==> config.mk <==
export PLATFORM = sky130hd
export DESIGN_NAME = btn_seq_detector
export DESIGN_NICKNAME = d
export VERILOG_FILES = /design/src/rtl/btn_seq_pkg.sv /design/src/rtl/btn_debounce.sv /design/src/rtl/btn_seq_detector.sv
export SDC_FILE = /design/constraint.sdc
export NUM_CORES = 1
export LEC_CHECK = 0
export ABC_AREA = 1
export CAP_MARGIN = 20
export CELL_PAD_IN_SITES_DETAIL_PLACEMENT = 1
export CELL_PAD_IN_SITES_GLOBAL_PLACEMENT = 1
export CORE_ASPECT_RATIO = 1.75
export CORE_UTILIZATION = 37
export CTS_CLUSTER_DIAMETER = 60
export DETAILED_ROUTE_END_ITERATION = 16
export PLACE_DENSITY = 0.84
export SETUP_SLACK_MARGIN = 0.5
export SYNTH_ARGS = -nofsm -noshare
export SYNTH_HDL_FRONTEND = slang
export SYNTH_SLANG_ARGS = --single-unit
==> constraint.sdc <==
create_clock -name cp -period 1.5 [get_ports cp]
set_input_delay 0.225 -clock cp [delete_from_list [all_inputs] [get_ports cp]]
set_output_delay 0.225 -clock cp [all_outputs]
set_load 0.02 [all_outputs]
==> src/rtl/btn_seq_pkg.sv <==
// btn_seq_pkg
// Shared definitions for the button-sequence detector:
//   - fail_table : elaboration-time KMP failure function of the pattern
//   - LED_*      : bit positions on the 16-bit board LED bus
//   - params_ok  : legal parameter range check used by the top
package btn_seq_pkg;

   localparam int MAX_SEQ   = 16;
   localparam int MAX_SYM_W = 3;
   localparam int FAIL_W    = 5;

   localparam int LED_SEEN    = 0;
   localparam int LED_PROG_LO = 4;
   localparam int LED_PROG_W  = 4;
   localparam int LED_CNT_LO  = 8;
   localparam int LED_CNT_W   = 8;

   function automatic int sym_at(input logic [MAX_SEQ*MAX_SYM_W-1:0] pat,
                                 input int idx, input int sym_w);
      logic [MAX_SEQ*MAX_SYM_W-1:0] t;
      t = pat >> (idx * sym_w);
      return int'(t[MAX_SYM_W-1:0]) & ((1 << sym_w) - 1);
   endfunction

   // Entry k (FAIL_W bits at k*FAIL_W) is the length of the longest proper
   // prefix of pattern[0..k-1] that is also a suffix of it.
   function automatic logic [(MAX_SEQ+1)*FAIL_W-1:0] fail_table(
      input logic [MAX_SEQ*MAX_SYM_W-1:0] pat,
      input int seq_len, input int sym_w);
      int f [MAX_SEQ+1];
      int k;
      logic [(MAX_SEQ+1)*FAIL_W-1:0] r;
      for (int i = 0; i <= MAX_SEQ; i++) f[i] = 0;
      k = 0;
      for (int i = 1; i < MAX_SEQ; i++) begin
         if (i < seq_len) begin
            while (k > 0 && sym_at(pat, i, sym_w) != sym_at(pat, k, sym_w))
               k = f[k];
            if (sym_at(pat, i, sym_w) == sym_at(pat, k, sym_w))
               k = k + 1;
            f[i+1] = k;
         end
      end
      r = '0;
      for (int i = 0; i <= MAX_SEQ; i++)
         r[i*FAIL_W +: FAIL_W] = FAIL_W'(f[i]);
      return r;
   endfunction

   function automatic bit params_ok(input int n_btn, input int seq_len,
                                    input int debounce_cycles, input int cnt_w);
      return (n_btn >= 2) && (n_btn <= 8) && (seq_len >= 2) && (seq_len <= MAX_SEQ)
             && (debounce_cycles >= 1) && (cnt_w >= 1);
   endfunction

endpackage

==> src/rtl/btn_debounce.sv <==
// btn_debounce
// One push-button: 2-flop synchroniser, stability counter and a registered
// one-cycle pulse on each rising edge of the debounced level.
//   cp      : clock
//   rst     : synchronous active-high reset
//   btn_raw : asynchronous button level, 1 = pressed
//   level   : debounced level
//   press   : 1-cycle pulse, the cycle after level rises
module btn_debounce #(
   parameter int DEBOUNCE_CYCLES = 2_000_000
) (
   input  logic cp,
   input  logic rst,
   input  logic btn_raw,
   output logic level,
   output logic press
);

   localparam int CW = (DEBOUNCE_CYCLES > 1) ? $clog2(DEBOUNCE_CYCLES) : 1;

   logic          sync1, sync2;
   logic          level_d;
   logic [CW-1:0] cnt;

   always_ff @(posedge cp) begin
      if (rst) begin
         sync1   <= 1'b0;
         sync2   <= 1'b0;
         level   <= 1'b0;
         level_d <= 1'b0;
         cnt     <= '0;
         press   <= 1'b0;
      end else begin
         sync1   <= btn_raw;
         sync2   <= sync1;
         level_d <= level;
         press   <= level & ~level_d;
         // Any cycle where the synchronised input agrees with the accepted
         // level restarts the stability window.
         if (sync2 == level) begin
            cnt <= '0;
         end else if (cnt == CW'(DEBOUNCE_CYCLES - 1)) begin
            level <= sync2;
            cnt   <= '0;
         end else begin
            cnt <= cnt + 1'b1;
         end
      end
   end

endmodule

==> src/rtl/btn_seq_detector.sv <==
// btn_seq_detector
// Debounces N_BTN buttons, turns each press into a symbol and matches the
// symbol stream against PATTERN with a KMP progress machine.
//   cp          : clock
//   rst         : synchronous active-high reset
//   btn         : raw button levels, 1 = pressed
//   progress    : pattern symbols currently matched
//   match       : 1-cycle pulse on a completed pattern
//   match_count : saturating number of completed matches
//   led_pin     : [0] match seen, [7:4] progress, [15:8] match_count[7:0]
module btn_seq_detector
   import btn_seq_pkg::*;
#(
   parameter int N_BTN           = 2,
   parameter int SEQ_LEN         = 3,
   parameter logic [SEQ_LEN*$clog2(N_BTN)-1:0] PATTERN = 3'b110,
   parameter bit OVERLAP         = 1'b1,
   parameter int DEBOUNCE_CYCLES = 2_000_000,
   parameter int CNT_W           = 8,
   localparam int SYM_W          = $clog2(N_BTN),
   localparam int PROG_W         = $clog2(SEQ_LEN + 1)
) (
   input  logic              cp,
   input  logic              rst,
   input  logic [N_BTN-1:0]  btn,
   output logic [PROG_W-1:0] progress,
   output logic              match,
   output logic [CNT_W-1:0]  match_count,
   output logic [15:0]       led_pin
);

   localparam logic [MAX_SEQ*MAX_SYM_W-1:0] PAT_EXT = (MAX_SEQ*MAX_SYM_W)'(PATTERN);
   localparam logic [(MAX_SEQ+1)*FAIL_W-1:0] FAILS  = fail_table(PAT_EXT, SEQ_LEN, SYM_W);
   localparam int FAIL_END = int'(FAILS[SEQ_LEN*FAIL_W +: FAIL_W]);

   if (!params_ok(N_BTN, SEQ_LEN, DEBOUNCE_CYCLES, CNT_W)) begin : g_bad_params
      $error("btn_seq_detector: parameter out of range");
   end

   logic [N_BTN-1:0]  level, press, ev;
   logic [3:0]        n_ev;
   logic [SYM_W-1:0]  sym;
   logic              sym_valid, sym_invalid;
   logic [PROG_W-1:0] progress_nxt;
   logic              match_nxt;
   logic              seen;

   for (genvar g = 0; g < N_BTN; g++) begin : g_db
      btn_debounce #(.DEBOUNCE_CYCLES(DEBOUNCE_CYCLES)) u_db (
         .cp      (cp),
         .rst     (rst),
         .btn_raw (btn[g]),
         .level   (level[g]),
         .press   (press[g])
      );
   end

   // A pulse whose debounced level already fell back is ignored; this can
   // only happen with a single-cycle debounce window.
   assign ev = press & level;

   always_comb begin
      n_ev = '0;
      sym  = '0;
      for (int i = 0; i < N_BTN; i++) begin
         if (ev[i]) begin
            n_ev = n_ev + 4'd1;
            sym  = SYM_W'(i);
         end
      end
   end

   assign sym_valid   = (n_ev == 4'd1);
   assign sym_invalid = (n_ev > 4'd1);

   // Walk the failure chain until the symbol extends a prefix or we hit 0.
   // The chain is at most SEQ_LEN long, so the loop bound covers every case.
   always_comb begin
      int q;
      int ext;
      progress_nxt = progress;
      match_nxt    = 1'b0;
      q            = int'(progress);
      ext          = -1;
      if (sym_invalid) begin
         progress_nxt = '0;
      end else if (sym_valid) begin
         for (int i = 0; i <= SEQ_LEN; i++) begin
            if (ext < 0) begin
               if (PAT_EXT[q*SYM_W +: SYM_W] == sym) ext = q + 1;
               else if (q == 0)                      ext = 0;
               else                                  q = int'(FAILS[q*FAIL_W +: FAIL_W]);
            end
         end
         if (ext < 0) ext = 0;
         if (ext == SEQ_LEN) begin
            match_nxt    = 1'b1;
            progress_nxt = OVERLAP ? PROG_W'(FAIL_END) : '0;
         end else begin
            progress_nxt = PROG_W'(ext);
         end
      end
   end

   always_ff @(posedge cp) begin
      if (rst) begin
         progress    <= '0;
         match       <= 1'b0;
         match_count <= '0;
         seen        <= 1'b0;
      end else begin
         progress <= progress_nxt;
         match    <= match_nxt;
         if (match_nxt && (match_count != '1))
            match_count <= match_count + 1'b1;
         if (match_nxt)
            seen <= 1'b1;
         else if (sym_valid || sym_invalid)
            seen <= 1'b0;
      end
   end

   always_comb begin
      led_pin                              = '0;
      led_pin[LED_SEEN]                    = seen;
      led_pin[LED_PROG_LO +: LED_PROG_W]   = LED_PROG_W'(progress);
      led_pin[LED_CNT_LO  +: LED_CNT_W]    = LED_CNT_W'(match_count);
   end

endmodule

After elaboration in Yosys (flattened, before gate mapping)
Index checks and enable logic that the tools add are counted.

Order comparisons: 5. Reductions and logical operators: 12. Muxes and demuxes: 45. $add $sub $neg: 8. Shift-type cells: 7. Bitwise gates (word level): 7. Equal/unequal tests: 11. $mul: 3.

Operators with widths (count): 32-bit 2-to-1 mux (34); 85-bit by 32-bit indexed part select with 5-bit output, first input constant (2); 48-bit by 32-bit indexed part select with 1-bit output, first input constant (3); 32-bit by 1-bit less-than comparator with 1-bit output, second input constant (4); 32-bit by 2-bit adder with 32-bit output, second input constant (3); 32-bit logical NOT (3); 85-bit by 6-bit indexed part select with 5-bit output, first input constant (1); 32-bit by 4-bit multiplier with 32-bit output, second input constant (2); 48-bit by 3-bit indexed part select with 1-bit output, first input constant (1); 21-bit by 1-bit adder with 21-bit output, second input constant (2); 21-bit equality test, second input constant (2); 32-bit by 3-bit equality test with 1-bit output, second input constant (1); 5-bit 2-to-1 mux (2); 8-bit by 1-bit adder with 8-bit output, second input constant (1); 8-bit inequality test, second input constant (1); 1-bit 2-to-1 mux (7); 1-bit equality test (6); 3-bit OR reduction (2); 2-bit by 3-bit multiplier with 5-bit output, second input constant (1); 4-bit by 1-bit adder with 4-bit output, second input constant (1); 4-bit by 1-bit equality test with 1-bit output, second input constant (1); 4-bit by 1-bit > comparator with 1-bit output, second input constant (1); 4-bit 2-to-1 mux (1); 1-bit inverter (4); other kinds (10) (12).

Output and inout bits: 27. Bits in registers: 64. Word-level logic and storage cells: 114. Input bits: 4.

Longest topological paths before layout
Gate-level depths: netlist (run 1).

Depth after elaboration: 36. Gate-level depth with buffers: 9. Gate-level depth less buffers: 9.

Cells and area by module
From an unflattened synthesis (run 1), not the netlist that was laid out.

Cell total of the unflattened synthesis: 491. Area, all modules: 3379.5 sq um.

Modules (own cells, without submodules): btn_debounce (times used 2, area an instance 1253.7 sq um, cells an instance 186); btn_seq_detector (times used 1, area an instance 872.1 sq um, cells an instance 119).

Least setup slack after synthesis (run 1)
No wires, ideal clock.

Path type: reg-to-reg. Start point: reg progress[1]. End point: reg match_count[7]. Path slack: -0.088 ns. Clock period less this slack: 1.588 ns. Cell stages (with the launch flop): 9. Path buffers: 0. Required time: 1.430 ns. Arrival time: 1.518 ns. Path through: dfxtp_1 inv_1 ha_1 nand3_1 nor2_2 nand2_2 nor2_4 nand2_1 a21oi_1.

Longest elaborated chain between the ends: 35. Elaborated cells on any way between the ends: 67. Those cells by class: add/sub: 4; mul: 3; order compare: 4; eq/ne: 5; shift: 7; mux: 39; reduce/logical: 5.

RTL lines: start: declaration (line btn_seq_detector.sv:26) `output logic [PROG_W-1:0] progress,`; start signal: assignment (line btn_seq_detector.sv:112) `progress <= progress_nxt;`; parallel branches: the longest is 23 deep, another holds 32-bit by 4-bit multiplier with 32-bit output; 32-bit 2-to-1 mux (*) (line btn_seq_detector.sv:89) `if (ext < 0) begin`; 32-bit 2-to-1 mux (*) (line btn_seq_detector.sv:87) `end else if (sym_valid) begin`; 32-bit 2-to-1 mux (*) (line btn_seq_detector.sv:85) `if (sym_invalid) begin`; 32-bit by 1-bit less-than comparator with 1-bit output (line btn_seq_detector.sv:95) `if (ext < 0) ext = 0;`; 32-bit 2-to-1 mux (*) (line btn_seq_detector.sv:95); 32-bit 2-to-1 mux (*) (line btn_seq_detector.sv:87); 32-bit 2-to-1 mux (*) (line btn_seq_detector.sv:85); 32-bit by 3-bit equality test with 1-bit output (*) (line btn_seq_detector.sv:96) `if (ext == SEQ_LEN) begin`; 1-bit 2-to-1 mux (*) (line btn_seq_detector.sv:96); 1-bit 2-to-1 mux (*) (line btn_seq_detector.sv:87); 1-bit 2-to-1 mux (*) (line btn_seq_detector.sv:85); 1-bit logical AND (*) (line btn_seq_detector.sv:114) `if (match_nxt && (match_count != '1))`; end signal: assignment (line btn_seq_detector.sv:115) `match_count <= match_count + 1'b1;`; end: declaration (line btn_seq_detector.sv:28) `output logic [CNT_W-1:0] match_count,`.

Mark *: on every way between the ends. The select of a mux whose other input is x is not followed. A chain may end at the register's enable or synchronous reset.

Worst setup path in the final report (run 1)
Start point: reg g_db[1].u_db.level. End point: reg match_count[1].

Elaborated cells on any way between the ends: 65. Those cells by class: add/sub: 3; mul: 2; order compare: 5; eq/ne: 6; shift: 5; mux: 39; bitwise: 1; reduce/logical: 4.

RTL lines: start: declaration (line btn_debounce.sv:15) `output logic level,`; start signal: assignment (line btn_debounce.sv:43) `level <= sync2;`; 2-bit bitwise AND (line btn_seq_detector.sv:60) `assign ev = press & level;`; 4-bit 2-to-1 mux (line btn_seq_detector.sv:66) `if (ev[i]) begin`; 4-bit by 1-bit equality test with 1-bit output (line btn_seq_detector.sv:73) `assign sym_valid = (n_ev == 4'd1);`; named net sym_valid (line btn_seq_detector.sv:43) `logic sym_valid, sym_invalid;`; 1-bit 2-to-1 mux (line btn_seq_detector.sv:87); 1-bit 2-to-1 mux (line btn_seq_detector.sv:85); 1-bit logical AND (line btn_seq_detector.sv:114).

The timed path passes the listed nets, and every way through them passes these cells. The select of a mux whose other input is x is not followed.

==> qor.txt, run 1 <==
status - finished with violations
failing checks - setup timing
non-filler cells, final - 709
CTS sink cnt - 64
worst setup margin - -178 ps
Diodes inserted - 0
P&R area growth vs syn - 58.9%
Fill cells - 1033
worst vdd ir - 1.28 mV
Yosys Warn Count - 0
kind of critical path - flop to flop
GRT Total Usage - 0.333
core footprint - 0.00878 mm2
Worst Path Required - 1770 ps
commonest non-fill, non-tap cells in the layout - 109 x nand2_1, 58 x buf_4, 52 x nor2_1
gp weighted congestion - 0.844
IO Port Bufs - 25
Fin. Hold Viols - 0
Final period util - 1.12
first-pass GRT wire length - 22900 um
Comb pwr share - 0.032
Lkg Pwr - 1.94 nW
htree depth - 3
Peak Freq - 596 MHz
CTS Buf Count - 9
hold crit path type - input port to flop
drt initial violations - 335
initial antenna violation count - 0
clk buf depth - 2
max_slew headroom - 0.635
design area - 0.00541 mm2
setup violators final - 32
P_sw - 1.04 mW
multi-input combinational cell area - 0.00238 mm2
Crit Path Max Fanout - 7
clock root cell - clkbuf_16
crit end category - flop
vias in the first global route - 4314
final setup TNS - -1830 ps
sequential share of power - 0.397
min Tclk post-route - 1680 ps
CTS clk-pin slew, worst paths - 70 ps
drc violations - 0
total internal power - 3.21 mW
largest net degree at the start of global routing - 14
final wirelength - 18800 um
total grt overflow - 0
final net count - 598
Placement Setup Slack - -88.5 ps
final hold slack - 441 ps
fraction of layout cells with a size suffix above 1 - 0.485
Initial Util - 0.387
Worst R2R Setup Slack - -180 ps
Synth Cell Area - 0.00340 mm2
drt pass-1 iters - 5
per-instance average area after synthesis - 6.87 um2
die area - 0.00959 mm2
Slew Limit Fails - 0
placed cells - 648
PwrDens - 787 mW/mm2
Ports - 31
Sw Ratio - 0.245
Die W - 74.5 um
CTS tree - done
Routed Antenna Nets - 0
Least-Margin Pin Slew - 541 ps
commonest non-fill, non-tap cell in the layout - nand2_1
Syn Inst Count - 495
area of placed instances - 0.00406 mm2
Avg WL per Cell - 26.5 um
max cap viols - 0
Register Area - 0.00136 mm2
RSZ-0062 raised after global routing - yes
post-synth cell types - 32
Rows - 45
Clock Latency Late Sink - 360 ps
DIE HEIGHT - 129 um
Vias/cell - 5.88
worst clock skew - 14.2 ps
data arrival time of the worst path - 1950 ps
Synth Register Bits - 64
sequential-to-total area share from yosys stat - 0.377
Vias - 4169
clock power share - 0.571
DP HPWL - 8040 um
element type at the critical path start - flop
## through the flow
stage / utilization / total power [mW]
after floorplan: - / 1.80
after global placement: 0.463 / 1.81
after detailed placement: 0.463 / 1.82
after CTS: 0.558 / 4.16
after global routing: 0.615 / 4.31
final: 0.615 / 4.25
## what timing repair did
item | CTS | global route
hold buffers | 0 | 0
resized for setup | 217 | 85
pin swaps | 31 | 27
buffers inserted | 25 | 16
endpoints found under the setup margin | 78 | 78
gates cloned | 2 | 2
hold endpoints to repair | 0 | 0
## sequential cells by signal (all words and copies together) (netlist names)
register / cells
g_db.u_db.cnt: 42
g_db.u_db.level: 2
g_db.u_db.level_d: 2
g_db.u_db.press: 2
g_db.u_db.sync1: 2
g_db.u_db.sync2: 2
match: 1
match_count: 8
progress: 2
seen: 1
## critical path, stage by stage (launching register included)
cell and delay, ps:
dfxtp_4 380, nand2_4 70, ha_4 290, nand2_4 70, nor2_4 180, nand2_4 100
nor2_4 140, buf_12 140, nand2_2 60, a21oi_2 160
## power by group through the flow
stage / clock network, mW / registers, mW / logic, mW
floorplan: 0 / 1.74 / 0.0554
global placement: 0 / 1.74 / 0.0695
detailed placement: 0 / 1.74 / 0.0720
CTS: 2.37 / 1.70 / 0.0954
global route: 2.49 / 1.69 / 0.137
finish: 2.43 / 1.69 / 0.134
## metal layers
metal  up-vias  global-route usage  share of wire
met4         0               0.306           0.11
met1      2044               0.263           0.30
met5         -                   0              0
met2       243               0.628           0.54
met3       165              0.0783          0.051
li1       1717                   -              -
## synth_stat cells (all sizes together)
library cell,number,share of area
o221a,1,0.0033
a31oi,1,0.0018
ha,7,0.026
nand3,29,0.047
a21oi,32,0.052
xor2,6,0.015
inv,51,0.056
o21bai,2,0.0044
nor3,7,0.010
nand3b,2,0.0044
conb,1,0.0011
nand4,9,0.017
buf,22,0.049
o21ai,9,0.013
o31ai,1,0.0022
dfxtp,64,0.38
o21a,1,0.0022
nor2,101,0.13
or2,4,0.0074
xnor2,9,0.023
nand2,136,0.16
## logic make-up (layout without fill, tap and decap cells)
| logic type | after synthesis | after routing | synth area share |
|---|---|---|---|
| simple gates | 288 | 288 | 0.374 |
| fa+ha+maj | 7 | 7 | 0.0258 |
| compound gates | 47 | 47 | 0.0787 |
| buf+inv | 73 | 166 | 0.105 |
| other cells | 1 | 5 | 0.00110 |
| xor+xnor | 15 | 15 | 0.0386 |
| flops | 64 | 64 | 0.377 |
## final cells by class
| type | instances | share of cell area |
|---|---|---|
| Clock inverter | 7 | 0.0187 |
| Multi-Input combinational cell | 362 | 0.440 |
| Tap cell | 117 | 0.0271 |
| Inverter | 51 | 0.0373 |
| Timing Repair Buffer | 99 | 0.184 |
| Clock buffer | 9 | 0.0417 |
| Sequential cell | 64 | 0.251 |
## worst paths after layout
check / to / cells past startpoint / startpoint
worst min register to register: g_db[1].u_db.press / 1 / g_db[1].u_db.level_d
worst max-delay path: match_count[1] / 9 / g_db[1].u_db.level
worst min-delay path: g_db[0].u_db.sync1 / 3 / btn[0]
worst max register to register: match_count[1] / 9 / g_db[1].u_db.level
(Power assumes the default switching activity.)
==> run 2, diff against run 1 <==
Settings changed: CORE_ASPECT_RATIO 1.75 to 1.4.
==> run 2 against run 1 <==
Net effect:
- the run still ends with setup timing left
- setup slack lost 100 ps
- sequential power is essentially flat
- clock-buffer cell count is the same
- sequential cell count is the same
- combinational power grew 4%
- critical path depth shrank 1
- first-iteration DRC count shrank 12%
- clock skew shrank 3.4 ps
- critical path type unchanged
==> qor.txt, run 2 (synthesis gave the netlist of run 1 again) <==
fraction of layout cells with a size suffix above 1 - 0.472 (-0.0132)
worst vdd ir - 0.761 mV (-40%)
drt initial violations - 294 (-12%)
cells along the critical path - nand2_2, ha_4, nand2_4, nor2_4, nand2_4, nor2_4, nand2_1, a21oi_1
area of placed instances - 0.00400 mm2 (-1.5%)
Slowest cell on crit path - dfxtp_1
commonest non-fill, non-tap cell in the layout - nand2_1
htree depth - 3 (unchanged)
total grt overflow - 0 (unchanged)
failing checks - setup timing
max FFs per register - 42 (unchanged)
Rows - 41 (-8.9%)
hold crit path type - flop to flop
PwrDens - 735 mW/mm2 (-6.6%)
first-pass GRT wire length - 22500 um (-1.8%)
CTS clk-pin slew, worst paths - 60 ps (about the same)
placed cells - 630 (-2.8%)
final wirelength - 18200 um (-3.2%)
Routed Antenna Nets - 0 (unchanged)
worst r2r src - g_db[0].u_db.press
worst setup path startpoint - g_db[0].u_db.press
clk buf depth - 2 (unchanged)
registers with the most flip-flops - g_db.u_db.cnt: 42 flops, match_count: 8 flops
data arrival time of the worst path - 2030 ps (+80 ps)
Avg WL per Cell - 25.8 um (-2.7%)
core footprint - 0.00898 mm2 (+2.2%)
clock root cell - clkbuf_16
clock power share - 0.544 (-0.027)
GR Layer Usage met1 - 0.296 (+0.0336)
drc violations - 0 (unchanged)
Crit path largest cell delay - 340 ps (-40 ps)
IO Port Bufs - 25 (unchanged)
RSZ-0062 raised after global routing - yes
Clock Latency Late Sink - 340 ps (-20 ps)
DP HPWL - 6820 um (-15%)
Diodes inserted - 0 (unchanged)
global routing's busiest layer - met2
Sw Ratio - 0.243 (-0.00247)
max cap viols - 0 (unchanged)
CTS Buf Count - 9 (unchanged)
drt pass-1 iters - 5 (unchanged)
Most flops, register - g_db.u_db.cnt
Die W - 83.0 um (+11%)
Crit Path Max Fanout - 7 (unchanged)
Final period util - 1.19 (+0.0665)
largest net degree at the start of global routing - 14 (unchanged)
CTS tree - done
non-filler cells, final - 705 (-0.56%)
setup violators final - 41 (+28%)
Tot Pwr - 4.00 mW (-6.0%)
min Tclk post-route - 1780 ps (+99.7 ps)
die area - 0.00958 mm2 (-0.10%)
Lkg Pwr - 1.96 nW (+1.4%)
met2 GRT Util - 0.592 (-0.0356)
vias in the first global route - 4221 (-2.2%)
total internal power - 3.03 mW (-5.7%)
commonest non-fill, non-tap cells in the layout - 115 x nand2_1, 56 x nor2_1, 50 x buf_4
Fin. Hold Viols - 0 (unchanged)
routing usage on met3 - 0.0506 (-0.0277)
Vias/cell - 5.76 (-2.0%)
gp weighted congestion - 0.821 (-2.7%)
min-delay src - g_db[0].u_db.sync1
Ports - 31 (unchanged)
Initial Util - 0.379 (-0.00836)
P_sw - 0.970 mW (-7.0%)
Slew Limit Fails - 0 (unchanged)
delay-heaviest family, CP - simple AND/OR/NAND/NOR gates
crit end category - flop
WP buf/inv - 0 (-1)
final setup TNS - -5230 ps (-3390 ps)
DIE HEIGHT - 115 um (-10%)
sequential share of power - 0.421 (+0.024)
CTS sink cnt - 64 (unchanged)
Worst Path Required - 1750 ps (-20 ps)
status - finished with violations
worst setup margin - -278 ps (-99.7 ps)
initial antenna violation count - 0 (unchanged)
kind of critical path - flop to flop
P&R area growth vs syn - 59.9%
final net count - 604 (+1.0%)
design area - 0.00544 mm2 (+0.63%)
Comb pwr share - 0.035 (+0.003)
worst clock skew - 10.8 ps (-3.43 ps)
Post-CTS Hold Fix Bufs - 0 (unchanged)
element type at the critical path start - flop
Vias - 4064 (-2.5%)
GRT Total Usage - 0.312 (-0.0212)
Fill cells - 1039 (+0.58%)
Peak Freq - 562 MHz (-5.6%)
-- run 2: final cells by class --
cell class	instances	area, um2	share of cell area
inverters	51	201	0.0370
repair buffers	105	1100	0.202
multi-input cells	362	2340	0.430
flip-flops and latches	64	1370	0.251
clock inverters	7	72.6	0.0133
well taps	107	134	0.0246
clock buffers	9	225	0.0414
-- run 2: path summary, 6_finish.rpt --
path / end / slack, ps / cells after the start
min reg2reg: g_db[0].u_db.sync2 / 410 / 2
max reg2reg: match_count[2] / -280 / 8
max: match_count[2] / -280 / 8
min: g_db[0].u_db.sync2 / 410 / 2
-- run 2: worst min-delay path, delay by kind of cell, from the launching register on --
kind	cells	cell delay [ps]
flops	1	300
buf+inv	1	50
simple gates	1	30
-- run 2: power groups by stage --
| stage | Sequential, mW | Clock [mW] | Combinational [mW] |
|---|---|---|---|
| finish | 1.68 | 2.17 | 0.140 |
| global route | 1.68 | 2.24 | 0.144 |
| CTS | 1.69 | 2.14 | 0.113 |
| detailed placement | 1.74 | 0 | 0.0713 |
| global placement | 1.74 | 0 | 0.0702 |
| floorplan | 1.74 | 0 | 0.0554 |
-- run 2: routing by layer --
layer | routed length [um] | share of wire
met5 | 0 | 0
met4 | 1710 | 0.094
met3 | 953 | 0.052
met2 | 9580 | 0.53
met1 | 5930 | 0.33
-- run 2: through the flow --
stage                     utilization  worst slack [ps]  hold slack, ps
final                           0.606              -278             409
after global routing            0.606              -265             427
after CTS                       0.555              36.6             385
after detailed placement        0.446             -78.4             384
after global placement          0.446              32.1             378
after floorplan                     -              87.0             332
-- run 2: timing repair --
| item | in CTS | in global routing |
|---|---|---|
| pin swaps | 32 | 32 |
| gates cloned | 4 | 0 |
| gates resized for setup | 198 | 113 |
| setup buffers | 39 | 16 |
| setup endpoints to repair | 78 | 78 |
